--- src/rtl/sync_fwft_fifo_ctrl.sv ---
// Single-clock FIFO controller with first-word-fall-through output.
// Owns the pointers of an external simple dual-port RAM (1-cycle registered
// read) and turns its read data into a valid/ready stream through a 2-entry
// output buffer.
module sync_fwft_fifo_ctrl #(
  parameter int DATA_WIDTH      = 8,
  parameter int FIFO_DEPTH      = 1024,
  parameter int ALMOST_FULL_TH  = FIFO_DEPTH - 4,
  parameter int ALMOST_EMPTY_TH = 2,
  localparam int AW             = $clog2(FIFO_DEPTH)
) (
  input  logic                  clk_i,
  input  logic                  rst_n_i,
  input  logic                  wr_en_i,
  input  logic [DATA_WIDTH-1:0] wr_data_i,
  output logic                  full_o,
  output logic                  almost_full_o,
  output logic                  overflow_o,
  output logic [DATA_WIDTH-1:0] dout_o,
  output logic                  dout_valid_o,
  input  logic                  dout_ready_i,
  output logic                  almost_empty_o,
  output logic [AW+1:0]         data_count_o,
  output logic                  ram_wr_en_o,
  output logic [AW-1:0]         ram_wr_addr_o,
  output logic [DATA_WIDTH-1:0] ram_wr_data_o,
  output logic [AW-1:0]         ram_rd_addr_o,
  input  logic [DATA_WIDTH-1:0] ram_rd_data_i
);

  localparam logic [AW:0]   DEPTH_CNT = (AW+1)'(FIFO_DEPTH);
  localparam logic [AW:0]   AF_TH     = (AW+1)'(ALMOST_FULL_TH);
  localparam logic [AW+1:0] AE_TH     = (AW+2)'(ALMOST_EMPTY_TH);
  localparam logic [AW:0]   CNT_ONE   = {{AW{1'b0}}, 1'b1};
  localparam logic [AW-1:0] PTR_ONE   = {{(AW-1){1'b0}}, 1'b1};

  logic [AW-1:0]         wr_ptr_q, wr_ptr_d, rd_ptr_q, rd_ptr_d;
  logic [AW:0]           ram_count_q, ram_count_d;
  logic                  in_flight_q, in_flight_d;
  logic [1:0]            buf_cnt_q, buf_cnt_d;
  logic [DATA_WIDTH-1:0] buf0_q, buf0_d, buf1_q, buf1_d;
  logic                  overflow_q, overflow_d;
  logic                  almost_full_q, almost_full_d;
  logic                  almost_empty_q, almost_empty_d;
  logic [AW+1:0]         data_count_q, data_count_d;

  logic full_s, push_acc_s, rd_issue_s, pop_s, capture_s;

  // Handshake decode: push acceptance, read issue, pop and capture.
  always_comb begin
    full_s     = (ram_count_q == DEPTH_CNT);
    push_acc_s = wr_en_i & ~full_s & rst_n_i;
    rd_issue_s = (ram_count_q != {(AW+1){1'b0}}) &&
                 ((buf_cnt_q + {1'b0, in_flight_q}) < 2'd2);
    pop_s      = (buf_cnt_q != 2'd0) & dout_ready_i;
    capture_s  = in_flight_q;
  end

  // Pointer, RAM occupancy and in-flight next state.
  always_comb begin
    wr_ptr_d    = push_acc_s ? (wr_ptr_q + PTR_ONE) : wr_ptr_q;
    rd_ptr_d    = rd_issue_s ? (rd_ptr_q + PTR_ONE) : rd_ptr_q;
    in_flight_d = rd_issue_s;
    ram_count_d = ram_count_q;
    case ({push_acc_s, rd_issue_s})
      2'b10:   ram_count_d = ram_count_q + CNT_ONE;
      2'b01:   ram_count_d = ram_count_q - CNT_ONE;
      default: ram_count_d = ram_count_q;
    endcase
  end

  // Output buffer: shift on pop, append captured RAM data at the tail.
  always_comb begin
    buf0_d    = buf0_q;
    buf1_d    = buf1_q;
    buf_cnt_d = buf_cnt_q;
    case ({pop_s, capture_s})
      2'b01: begin
        if (buf_cnt_q == 2'd0) begin
          buf0_d = ram_rd_data_i;
        end else begin
          buf1_d = ram_rd_data_i;
        end
        buf_cnt_d = buf_cnt_q + 2'd1;
      end
      2'b10: begin
        buf0_d    = buf1_q;
        buf_cnt_d = buf_cnt_q - 2'd1;
      end
      2'b11: begin
        // Count stays; the captured word lands behind whatever remains.
        if (buf_cnt_q == 2'd1) begin
          buf0_d = ram_rd_data_i;
        end else begin
          buf0_d = buf1_q;
          buf1_d = ram_rd_data_i;
        end
      end
      default: begin
        buf_cnt_d = buf_cnt_q;
      end
    endcase
  end

  // Status flags follow the next-state counts so they update with them.
  always_comb begin
    overflow_d     = wr_en_i & full_s;
    data_count_d   = {1'b0, ram_count_d} + {{AW{1'b0}}, buf_cnt_d} +
                     {{(AW+1){1'b0}}, in_flight_d};
    almost_full_d  = (ram_count_d >= AF_TH);
    almost_empty_d = (data_count_d <= AE_TH);
  end

  // State register with synchronous active-low reset.
  always_ff @(posedge clk_i) begin
    if (!rst_n_i) begin
      wr_ptr_q       <= {AW{1'b0}};
      rd_ptr_q       <= {AW{1'b0}};
      ram_count_q    <= {(AW+1){1'b0}};
      in_flight_q    <= 1'b0;
      buf_cnt_q      <= 2'd0;
      buf0_q         <= {DATA_WIDTH{1'b0}};
      buf1_q         <= {DATA_WIDTH{1'b0}};
      overflow_q     <= 1'b0;
      almost_full_q  <= (AF_TH == {(AW+1){1'b0}});
      almost_empty_q <= 1'b1;
      data_count_q   <= {(AW+2){1'b0}};
    end else begin
      wr_ptr_q       <= wr_ptr_d;
      rd_ptr_q       <= rd_ptr_d;
      ram_count_q    <= ram_count_d;
      in_flight_q    <= in_flight_d;
      buf_cnt_q      <= buf_cnt_d;
      buf0_q         <= buf0_d;
      buf1_q         <= buf1_d;
      overflow_q     <= overflow_d;
      almost_full_q  <= almost_full_d;
      almost_empty_q <= almost_empty_d;
      data_count_q   <= data_count_d;
    end
  end

  assign full_o         = full_s;
  assign almost_full_o  = almost_full_q;
  assign overflow_o     = overflow_q;
  assign dout_o         = buf0_q;
  assign dout_valid_o   = (buf_cnt_q != 2'd0);
  assign almost_empty_o = almost_empty_q;
  assign data_count_o   = data_count_q;
  assign ram_wr_en_o    = push_acc_s;
  assign ram_wr_addr_o  = wr_ptr_q;
  assign ram_wr_data_o  = wr_data_i;
  assign ram_rd_addr_o  = rd_ptr_q;

endmodule
--- config.mk ---
export PLATFORM = sky130hd
export DESIGN_NAME = sync_fwft_fifo_ctrl
export DESIGN_NICKNAME = d
export VERILOG_FILES = /design/src/rtl/sync_fwft_fifo_ctrl.sv
export SDC_FILE = /design/constraint.sdc
export NUM_CORES = 1
export LEC_CHECK = 0
export ABC_AREA = 1
export BUFFER_PORTS_ARGS = -buffer_cell sky130_fd_sc_hd__buf_2
export CORE_MARGIN = 5
export CORE_UTILIZATION = 40
export DETAILED_ROUTE_END_ITERATION = 16
export MAX_ROUTING_LAYER = met4
export PLACE_DENSITY = 0.6
export SETUP_SLACK_MARGIN = 0.2
export SLEW_MARGIN = 10
export SYNTH_ARGS = -nofsm -noshare
export SYNTH_HDL_FRONTEND = slang
export SYNTH_SLANG_ARGS = --single-unit
--- constraint.sdc ---
create_clock -name clk_i -period 5.03 [get_ports clk_i]
set_clock_uncertainty 0.15 [all_clocks]
set_input_delay 0.503 -clock clk_i [delete_from_list [all_inputs] [get_ports clk_i]]
set_output_delay 0.503 -clock clk_i [all_outputs]
set_load 0.005 [all_outputs]
==> reports/qor.csv <==
stage,metric,value,unit
logic_synthesis,ranking of synthesized cells by area,"dfxtp_1 34%, nand2_1 12%, inv_1 8.9%",
worst_hold_path,Worst Hold Launch,wr_en_i,
timing,Final period util,80.0,%
worst_setup_path,Worst R2R Path Depth,25,
routing,Final ANT Viol Nets,0,
cts,Hold Buf Count CTS,0,
timing,slew margin rel.,27.6,%
routing,Vias,3537,
worst_setup_path,RR Startpoint,ram_count_q[0],
final_layout,Fillers,963,
global_routing,GR Overflow Total,0,
logic_synthesis,Yosys cell types,36,
logic_synthesis,Synth warnings,0,
timing,fin crit period,4020,ps
logic_synthesis,Mean Syn Cell Area,6.84,um2
logic_synthesis,"top cells by count, synth","127 x nand2_1, 91 x inv_1, 65 x dfxtp_1",
logic_synthesis,top cell type's share of synthesized area,33.8,%
floorplanning,Die Span Y,108,um
cts,htree depth,3,
final_layout,share of layout cells above drive strength 1,19.3,%
logic_synthesis,Syn Std Cell Area,0.00385,mm2
worst_setup_path,Crit Path Max Fanout,11,
worst_hold_path,Hold Path End,overflow_o,
timing,Worst-Margin Slew,1080,ps
floorplanning,total die area,0.0117,mm2
worst_setup_path,Max stage delay on crit path,550,ps
logic_synthesis,"EDFF count, synth",0,
routing,Initial DRT Pass Iterations,4,
worst_setup_path,"Top cell by count, worst path",nand2_1,
outcome,outcome,completed,
worst_setup_path,CP required,5110,ps
logic_synthesis,sequential share of the synthesized area,33.8,%
worst_setup_path,CP endpoint kind,flop,
worst_hold_path,worst min-delay path category,in -> reg,
routing,number of DRC markers in iteration 0,168,
global_routing,largest net degree at the start of global routing,39,
global_routing,first-pass GRT wire length,15200,um
global_routing,initial antenna violation count,0,
timing,final setup vio count,0,
final_layout,# nets final,654,
cts,clock sink total,65,
place,GP Congestion,0.883,
logic_synthesis,fraction of registers with async set/reset,0,%
routing,Post-Route WL,8750,um
floorplanning,core area,0.00933,mm2
cts,TritonCTS Buffers,9,
floorplanning,site row count,35,
cts,CTS tree,done,
cts,Clock Latency Late Sink,340,ps
cts,PostCTS Resize Cnt,0,
place,Port Buffer Count,57,
cts,"CTS clk-pin slew, worst paths",70,ps
logic_synthesis,most frequent cell after synthesis,nand2_1,
global_routing,number of global-route vias before repair,3369,
routing,routed len/inst,11.7,um
timing,setup_tns,0,ps
place,DP Wirelength,6720,um
timing,RSZ-0062 raised after global routing,no,
final_layout,number of diodes,0,
job,# Max-Cap Violations,0,
logic_synthesis,register bit total from synthesis,65,
cts,CTS root buf,clkbuf_8,
timing,Final Hold Vio Count,0,
worst_setup_path,type of origin of the critical path,flop,
floorplanning,Initial Util,41.3,%
logic_synthesis,Post-Syn Nets,604,
logic_synthesis,cell taking the most area after synthesis,dfxtp_1,
worst_setup_path,worst path arrival time,4100,ps
worst_setup_path,R2R Setup Slk,1010,ps
routing,via/cell ratio,4.73,
routing,DR DRC count,0,
floorplanning,boundary pin count,74,
timing,Max Freq,0.249,GHz
worst_setup_path,kind of critical path,reg -> reg,
global_routing,gr usage total,16.5,%
worst_hold_path,WHS Path Cells,3,
floorplanning,Die X,108,um
final_layout,Synth-to-Final Area Change,14.4,%
cts,CTS max path bufs,2,
cts,# Post-CTS Setup Buffers,0,
worst_setup_path,"slowest stage cell, crit path",fa_1,
logic_synthesis,top_reg_cell synth,dfxtp_1,
logic_synthesis,Cells after Synth,563,
timing,Pins Over Slew Limit,0,
worst_setup_path,reg-to-reg endpoint,almost_empty_o,
## flip-flops by register name (all words and copies together) (netlist names)
signal and cells:
data_count_o 12, ram_count_q 11, ram_rd_addr_o 10, ram_wr_addr_o 10, buf1_q 8, dout_o 8, buf_cnt_q 2, almost_empty_o 1
almost_full_o 1, capture_s 1, overflow_o 1
## final cells by class
cell class	instances	area [um2]	area share [%]
inverters	100	377	8.54
clock buffers	10	138	3.12
multi-input cells	379	2070	47.0
clock inverters	6	66.3	1.50
flip-flops and latches	65	1300	29.5
well taps	129	161	3.66
repair buffers	58	293	6.64
## per-layer routing
layer	up-vias	global-route usage (%)	wire (um)	part of all wire [%]
met1	1596	20.2	4020	46
met4	0	3.79	110	1.3
li1	1868	-	-	-
met2	63	27.0	4170	48
met3	10	4.60	452	5.2
met5	-	-	0	0
## worst max path at each step
stage	startpoint	end	slack (ps)	cells past startpoint
after floorplan	ram_count_q[0]	almost_empty_o	1430	25
after global placement	ram_count_q[0]	almost_empty_o	1100	25
after detailed placement	ram_count_q[0]	almost_empty_o	1040	25
after CTS	ram_count_q[0]	almost_empty_o	1020	25
after global routing	ram_count_q[0]	almost_empty_o	470	25
final	ram_count_q[0]	almost_empty_o	1010	25
## critical path: cells and delay by family, from the launching register on
family	cells	cell delay, ps
AO/OA/AOI/OAI	1	200
adder cells (fa/ha/maj)	3	1350
buffers and inverters	5	400
AND/OR/NAND/NOR	16	1410
flip-flops	1	380
## layout by cell type (no fill, tap or decap), drive strengths merged, types with 3 or more instances in the layout
cell type / count
o211ai: 4
clkinv: 3
nand2: 141
inv: 99
buf: 58
fa: 3
nor2: 73
nand3: 38
ha: 18
a21oi: 30
o21ai: 36
clkbuf: 10
dfxtp: 65
nor3: 10
o221ai: 6
nand4: 9
clkinvlp: 3
## cells by family (layout without fill, tap and decap cells)
kind of cell    Yosys count  count (layout)  synth area share, %
simple gates            277             277                 34.6
buf+inv                 119             174                 12.4
compound gates           77              77                 10.9
flops                    65              65                 33.8
fa+ha+maj                21              21                 7.40
xor+xnor                  4               4                0.909
## through the flow
step	std cells	setup WS (ps)	util (%)	hold WS [ps]	area, um2
3_5_place_dp	731	1040	45.1	333	4210
3_3_place_gp	731	1100	45.1	328	4210
2_1_floorplan	563	1430	-	320	3850
4_1_cts	747	1020	47.3	248	4410
6_report	747	1010	47.3	262	4410
5_1_grt	747	474	47.3	255	4410
Power is not shown: default switching activity piles up to over one toggle a cycle in this logic, so the estimate is an artifact.
